### src/rtl/reg_write_tracker_pkg.sv
// Shared definitions for the register-write tracker: opcode/func constants,
// forwarding-select encoding, the in-flight destination tag type, and the
// R-type "does this func write rd" helper.
package reg_write_tracker_pkg;

  // Opcodes
  localparam logic [5:0] OP_RTYPE = 6'd0;
  localparam logic [5:0] OP_JAL   = 6'd3;
  localparam logic [5:0] OP_ADDI  = 6'd8;
  localparam logic [5:0] OP_ADDIU = 6'd9;
  localparam logic [5:0] OP_SLTI  = 6'd10;
  localparam logic [5:0] OP_ANDI  = 6'd12;
  localparam logic [5:0] OP_ORI   = 6'd13;
  localparam logic [5:0] OP_LW    = 6'd35;
  localparam logic [5:0] OP_SW    = 6'd43;

  // R-type func codes
  localparam logic [5:0] F_SLL     = 6'd0;
  localparam logic [5:0] F_SRL     = 6'd2;
  localparam logic [5:0] F_SRA     = 6'd3;
  localparam logic [5:0] F_SRLV    = 6'd6;
  localparam logic [5:0] F_JR      = 6'd8;
  localparam logic [5:0] F_SYSCALL = 6'd12;
  localparam logic [5:0] F_ADD     = 6'd32;
  localparam logic [5:0] F_ADDU    = 6'd33;
  localparam logic [5:0] F_SUB     = 6'd34;
  localparam logic [5:0] F_AND     = 6'd36;
  localparam logic [5:0] F_OR      = 6'd37;
  localparam logic [5:0] F_XOR     = 6'd38;
  localparam logic [5:0] F_NOR     = 6'd39;
  localparam logic [5:0] F_SLT     = 6'd42;
  localparam logic [5:0] F_SLTU    = 6'd43;

  // Operand source select for the ID/EX latch
  localparam logic [1:0] FWD_RF  = 2'd0;
  localparam logic [1:0] FWD_EX  = 2'd1;
  localparam logic [1:0] FWD_MEM = 2'd2;
  localparam logic [1:0] FWD_WB  = 2'd3;

  // Destination tag carried alongside an in-flight instruction
  typedef struct packed {
    logic       vld;
    logic [4:0] dst;
    logic       ld;
  } tag_t;

  localparam tag_t TagBubble = '{vld: 1'b0, dst: 5'd0, ld: 1'b0};

  function automatic logic rtype_writes(input logic [5:0] func);
    logic w;
    case (func)
      F_SLL, F_SRL, F_SRA, F_SRLV,
      F_ADD, F_ADDU, F_SUB, F_AND, F_OR, F_XOR, F_NOR, F_SLT, F_SLTU: w = 1'b1;
      F_JR, F_SYSCALL:                                               w = 1'b0;
      default:                                                       w = 1'b0;
    endcase
    return w;
  endfunction

endpackage

### src/rtl/reg_write_tracker_usage.sv
// Write-usage decoder: from opcode/func/rt/rd decides whether the ID
// instruction writes the register file, which register, and whether it is
// a load. A destination of $0 is reported as "no write".
// Ports:
//   op_i, func_i  opcode and R-type func field
//   rt_i, rd_i    candidate destination fields
//   wen_o         instruction writes a non-zero register
//   dst_o         destination register (0 when wen_o=0)
//   is_load_o     instruction is a load word
module reg_write_tracker_usage
  import reg_write_tracker_pkg::*;
#(
  parameter logic [4:0] RaReg = 5'd31
) (
  input  logic [5:0] op_i,
  input  logic [5:0] func_i,
  input  logic [4:0] rt_i,
  input  logic [4:0] rd_i,
  output logic       wen_o,
  output logic [4:0] dst_o,
  output logic       is_load_o
);

  logic       wen_raw;
  logic [4:0] dst_raw;

  always_comb begin
    wen_raw = 1'b0;
    dst_raw = 5'd0;
    case (op_i)
      OP_RTYPE: begin
        if (rtype_writes(func_i)) begin
          wen_raw = 1'b1;
          dst_raw = rd_i;
        end
      end
      OP_ADDI, OP_ADDIU, OP_SLTI, OP_ANDI, OP_ORI, OP_LW: begin
        wen_raw = 1'b1;
        dst_raw = rt_i;
      end
      OP_JAL: begin
        wen_raw = 1'b1;
        dst_raw = RaReg;
      end
      OP_SW:   wen_raw = 1'b0;
      default: wen_raw = 1'b0;
    endcase
  end

  // $0 is hard-wired, so a write to it is never tracked
  assign wen_o     = wen_raw & (dst_raw != 5'd0);
  assign dst_o     = wen_o ? dst_raw : 5'd0;
  assign is_load_o = (op_i == OP_LW);

endmodule

### src/rtl/reg_write_tracker.sv
// Register-write tracker: decodes the ID instruction's destination, keeps
// destination tags for the instructions in EX/MEM/WB, and compares the ID
// source registers against them to produce the load-use stall, the operand
// forwarding selects and a saturating stall-cycle counter.
// Ports:
//   clk, rst             clock, synchronous active-high reset
//   id_valid             ID holds a real instruction
//   id_op/func/rs/rt/rd  ID instruction fields
//   r1_used, r2_used     ID instruction reads rs / rt
//   flush                kill the instruction entering EX
//   stall                load-use hazard (hold PC and IF/ID)
//   fwd_a, fwd_b         rs/rt source select: 0 RF, 1 EX, 2 MEM, 3 WB
//   id_wen, id_wdst      decoded write enable / destination of ID instr
//   stall_cnt            saturating count of stall cycles
module reg_write_tracker
  import reg_write_tracker_pkg::*;
#(
  parameter int unsigned CNT_W  = 32,
  parameter int unsigned RA_REG = 31
) (
  input  logic             clk,
  input  logic             rst,
  input  logic             id_valid,
  input  logic [5:0]       id_op,
  input  logic [5:0]       id_func,
  input  logic [4:0]       id_rs,
  input  logic [4:0]       id_rt,
  input  logic [4:0]       id_rd,
  input  logic             r1_used,
  input  logic             r2_used,
  input  logic             flush,
  output logic             stall,
  output logic [1:0]       fwd_a,
  output logic [1:0]       fwd_b,
  output logic             id_wen,
  output logic [4:0]       id_wdst,
  output logic [CNT_W-1:0] stall_cnt
);

  localparam logic [4:0] RaReg = 5'(RA_REG);

  logic id_is_load;

  reg_write_tracker_usage #(
    .RaReg (RaReg)
  ) u_usage (
    .op_i      (id_op),
    .func_i    (id_func),
    .rt_i      (id_rt),
    .rd_i      (id_rd),
    .wen_o     (id_wen),
    .dst_o     (id_wdst),
    .is_load_o (id_is_load)
  );

  tag_t ex_q, mem_q, wb_q;
  tag_t ex_d;
  logic [CNT_W-1:0] cnt_q, cnt_d;

  function automatic logic src_match(input logic used, input logic [4:0] src, input tag_t tag);
    return used && (src != 5'd0) && tag.vld && (tag.dst == src);
  endfunction

  // Nearest producer wins: EX is younger than MEM, MEM than WB
  function automatic logic [1:0] pick_fwd(input logic m_ex, input logic m_mem, input logic m_wb);
    logic [1:0] sel;
    if (m_ex)       sel = FWD_EX;
    else if (m_mem) sel = FWD_MEM;
    else if (m_wb)  sel = FWD_WB;
    else            sel = FWD_RF;
    return sel;
  endfunction

  logic ma_ex, ma_mem, ma_wb;
  logic mb_ex, mb_mem, mb_wb;

  always_comb begin
    ma_ex  = src_match(r1_used, id_rs, ex_q);
    ma_mem = src_match(r1_used, id_rs, mem_q);
    ma_wb  = src_match(r1_used, id_rs, wb_q);
    mb_ex  = src_match(r2_used, id_rt, ex_q);
    mb_mem = src_match(r2_used, id_rt, mem_q);
    mb_wb  = src_match(r2_used, id_rt, wb_q);
  end

  // A load in EX has no data until MEM; flush outranks the stall since the
  // ID instruction is being discarded anyway.
  assign stall = id_valid & (ma_ex | mb_ex) & ex_q.ld & ~flush;

  // While stalled the ID/EX latch takes a bubble, so selects are don't-care
  // and held at RF; next cycle the load is in MEM and selects 2.
  always_comb begin
    fwd_a = FWD_RF;
    fwd_b = FWD_RF;
    if (!stall) begin
      fwd_a = pick_fwd(ma_ex, ma_mem, ma_wb);
      fwd_b = pick_fwd(mb_ex, mb_mem, mb_wb);
    end
  end

  always_comb begin
    ex_d = TagBubble;
    if (id_valid && id_wen && !stall && !flush) begin
      ex_d = '{vld: 1'b1, dst: id_wdst, ld: id_is_load};
    end
  end

  always_comb begin
    cnt_d = cnt_q;
    if (stall && (cnt_q != {CNT_W{1'b1}})) begin
      cnt_d = cnt_q + CNT_W'(1);
    end
  end

  always_ff @(posedge clk) begin
    if (rst) begin
      ex_q  <= TagBubble;
      mem_q <= TagBubble;
      wb_q  <= TagBubble;
      cnt_q <= '0;
    end else begin
      ex_q  <= ex_d;
      mem_q <= ex_q;
      wb_q  <= mem_q;
      cnt_q <= cnt_d;
    end
  end

  assign stall_cnt = cnt_q;

endmodule

### config.mk
export PLATFORM = sky130hd
export DESIGN_NAME = reg_write_tracker
export DESIGN_NICKNAME = d
export VERILOG_FILES = /design/src/rtl/reg_write_tracker_pkg.sv /design/src/rtl/reg_write_tracker_usage.sv /design/src/rtl/reg_write_tracker.sv
export SDC_FILE = /design/constraint.sdc
export NUM_CORES = 1
export LEC_CHECK = 0
export ABC_AREA = 0
export CAP_MARGIN = 20
export CORE_AREA = 2 2 83 85
export CTS_BUF_LIST = sky130_fd_sc_hd__clkbuf_4 sky130_fd_sc_hd__clkbuf_8
export DETAILED_ROUTE_END_ITERATION = 12
export DIE_AREA = 0 0 85 87
export GPL_TIMING_DRIVEN = 0
export PLACE_DENSITY = 0.78
export SLEW_MARGIN = 20
export SYNTH_ARGS = -nofsm -noshare
export SYNTH_HDL_FRONTEND = slang
export SYNTH_SLANG_ARGS = --single-unit
### constraint.sdc
create_clock -name clk -period 2.55 [get_ports clk]
set_input_delay 0.51 -clock clk [delete_from_list [all_inputs] [get_ports clk]]
set_output_delay 0.51 -clock clk [all_outputs]
set_load 0.01 [all_outputs]
==> out/metrics.yaml <==
sta:
  tightest_slew_ns: 0.720
  fin_ws_ns: -0.120
  setup_viol: 7
  setup_tns_ns: -0.334
  fin_crit_sh_pct: 105
  skew_ns: 0.0139
  finalCriticalPeriod_ns: 2.67
  hold_viol_final: 0
  rsz0062_at_grt: "yes"
  slew_viol_final: 0
  maxSlewHeadroom_pct: 51.6
  fin_hold_ws_ns: 0.473
  max_freq_ghz: 0.375
global_routing:
  track_usage_pct: 21.7
  antenna_found_initial: 0
  grt_max_degree: 16
  overflow: 0
  first_global_vias: 2832
  grt_pass1_wl_um: 13200
synth:
  synth_top_area_cell: "dfxtp_1"
  synthArstFlopShare_pct: 0
  synth_common_cells: "dfxtp_1 (51), a21oi_1 (31), or3_1 (24), o21ai_0 (22), nand2_1 (21)"
  synth_most_common_cell: "dfxtp_1"
  yosysWarningCount: 0
  synthesis.instances: 338
  synth_nets: 372
  synth.area.top_cells: "dfxtp_1 (36%), a21oi_1 (5.5%), or3_1 (5.3%), xor2_1 (5.3%), xnor2_1 (4.7%)"
  synth_edf_count: 0
  synthDistinctLibCells: 47
  synth_top_area_share_pct: 36.3
  synth_seq_cells: 51
  ys_dominant_reg_cell: "dfxtp_1"
  syn-cell-area_um2: 2820
  ys_seq_area_share_pct: 36.3
  syn_area_per_cell_um2: 8.33
worst_setup_path:
  crit_path_end_kind: "output pin"
  path_max_fanout: 5
  crit_arrival_ns: 2.16
  worst-r2r-cell-count: 8
  critPathKind: "in -> out"
  required_ns: 2.04
  critPathLaunchType: "primary input"
clock_tree:
  clock-sinks: 51
  cts_made_buffers: 5
  clkLatencyLatePin_ns: 0.31
  tritoncts: "yes"
  cts_root_buf: "clkbuf_8"
  cts_buffer_depth: 2
  clkTransAtPathRegs_ns: 0.10
  h-tree-depth: 2
detailed_routing:
  wl_per_cell_um: 16.5
  drc_errors: 0
  vias: 3046
  drt-total-wl_um: 8600
  viasPerCell: 5.84
  drt_pass1_iterations: 4
  drt_iter0_markers: 165
  drtAntennaViolNets: 0
final_layout:
  antenna_cells: 0
  drive_above_1_share_pct: 24.2
  multi_input_area_um2: 1960
  fin_area_um2: 4150
  nets: 475
  fill_cells: 513
  area_growth_pct: 47.2
  seqCellArea_um2: 1020
  final_util_pct: 63.1
  instances_no_fill: 522
floorplan:
  core_area_um2: 6570
  die_area_um2: 7400
  die_w_um: 85
  initial_core_util_pct: 42.9
  die_y_um: 87
  rows: 30
  pin_count: 76
pwr:
  powerDensity_nw_per_um2: 351
  p_leak_nw: 1.45
  power_mw: 1.45
  vdd.ir_drop.worst_v: 0.000239
run_status:
  failed_checks: "negative setup slack"
  status: "finished, violations left"
place:
  pre_cts_ws_ns: -1.14
  dp.cells: 487
  port_buffers: 69
  place_area_um2: 3610
  dp_hpwl_um: 5710
  gp_congestion: 0.846
hold_path:
  hold_depth: 4
  hp-class: "in -> reg"
run:
  maxCapViolations: 0
[logic make-up (layout without fill, tap and decap cells)]
family | count (synthesis) | count (layout) | share of synthesized area (%)
buffers and inverters | 19 | 123 | 3.42
DFF | 51 | 51 | 36.3
AOI/OAI and AO/OA | 78 | 78 | 17.2
muxes | 2 | 2 | 0.755
adders and majority gates | 1 | 1 | 0.444
and+or+nand+nor | 155 | 155 | 31.9
xor gates and xnor gates | 32 | 32 | 9.95
[flip-flops by register name, summed over array words and instances (netlist names)]
| register | flops |
|---|---|
| stall_cnt | 32 |
| mem_q | 6 |
| wb_q | 6 |
| ex_q | 7 |
[metal layers]
layer	share of wire [%]	GRT usage (%)	up-vias
met5	0	0	-
met4	2.2	6.93	0
met3	4.4	3.51	17
met2	51	39.1	90
met1	43	26.5	1490
li1	-	-	1449
[worst paths after layout]
kind                     start  slack, ns           end
setup / recovery      id_op[0]      -0.12    id_wdst[0]
hold / removal        id_op[2]       0.47       ex_q[0]
setup reg to reg       ex_q[5]       0.10  stall_cnt[7]
hold reg to reg   stall_cnt[6]       0.51  stall_cnt[6]
[repair_timing]
action,in CTS,in global routing
endpoints found under the setup margin,41,38
pin swaps,24,26
resized for setup,136,32
hold buffers,0,0
buffers inserted,16,11
[layout by cell type (no fill, tap or decap), types with 5 or more instances in the layout]
master | synthesis | layout
dlygate4sd2_1 | 0 | 7
clkdlybuf4s50_1 | 0 | 39
dfxtp_1 | 51 | 48
xnor2_1 | 15 | 14
nor2_1 | 16 | 16
nand3_1 | 16 | 15
xor2_1 | 17 | 15
or4_1 | 9 | 6
or3_1 | 24 | 22
nor2b_1 | 19 | 18
buf_2 | 2 | 14
buf_4 | 2 | 24
o21ai_0 | 22 | 21
clkbuf_8 | 0 | 5
a221o_1 | 5 | 5
nand2_1 | 21 | 21
buf_6 | 2 | 11
o31ai_1 | 5 | 5
a21oi_1 | 31 | 28
clkbuf_1 | 9 | 6
nand4_1 | 11 | 11
nor3_4 | 1 | 5
[worst max-delay path, cell delays in order]
cell and delay [ns]:
dlygate4sd2_1 0.28, or4_4 0.57, a211oi_4 0.27, buf_4 0.16, buf_6 0.09, a221o_1 0.15, buf_2 0.14
[where the power goes]
| group | switching (mW) | total, mW | internal [mW] |
|---|---|---|---|
| registers | 0.00156 | 0.799 | 0.797 |
| logic | 0.0925 | 0.179 | 0.0867 |
| clock network | 0.274 | 0.477 | 0.203 |
| total | 0.368 | 1.45 | 1.09 |
[layout make-up]
class	instances	area share, %
Clock inverter	2	0.302
Multi-Input combinational cell	268	47.3
Inverter	4	0.362
Buffer	15	2.26
Sequential cell	51	24.7
Clock buffer	6	1.84
Tap cell	80	2.41
Timing Repair Buffer	96	20.8
(Power assumes the default switching activity.)
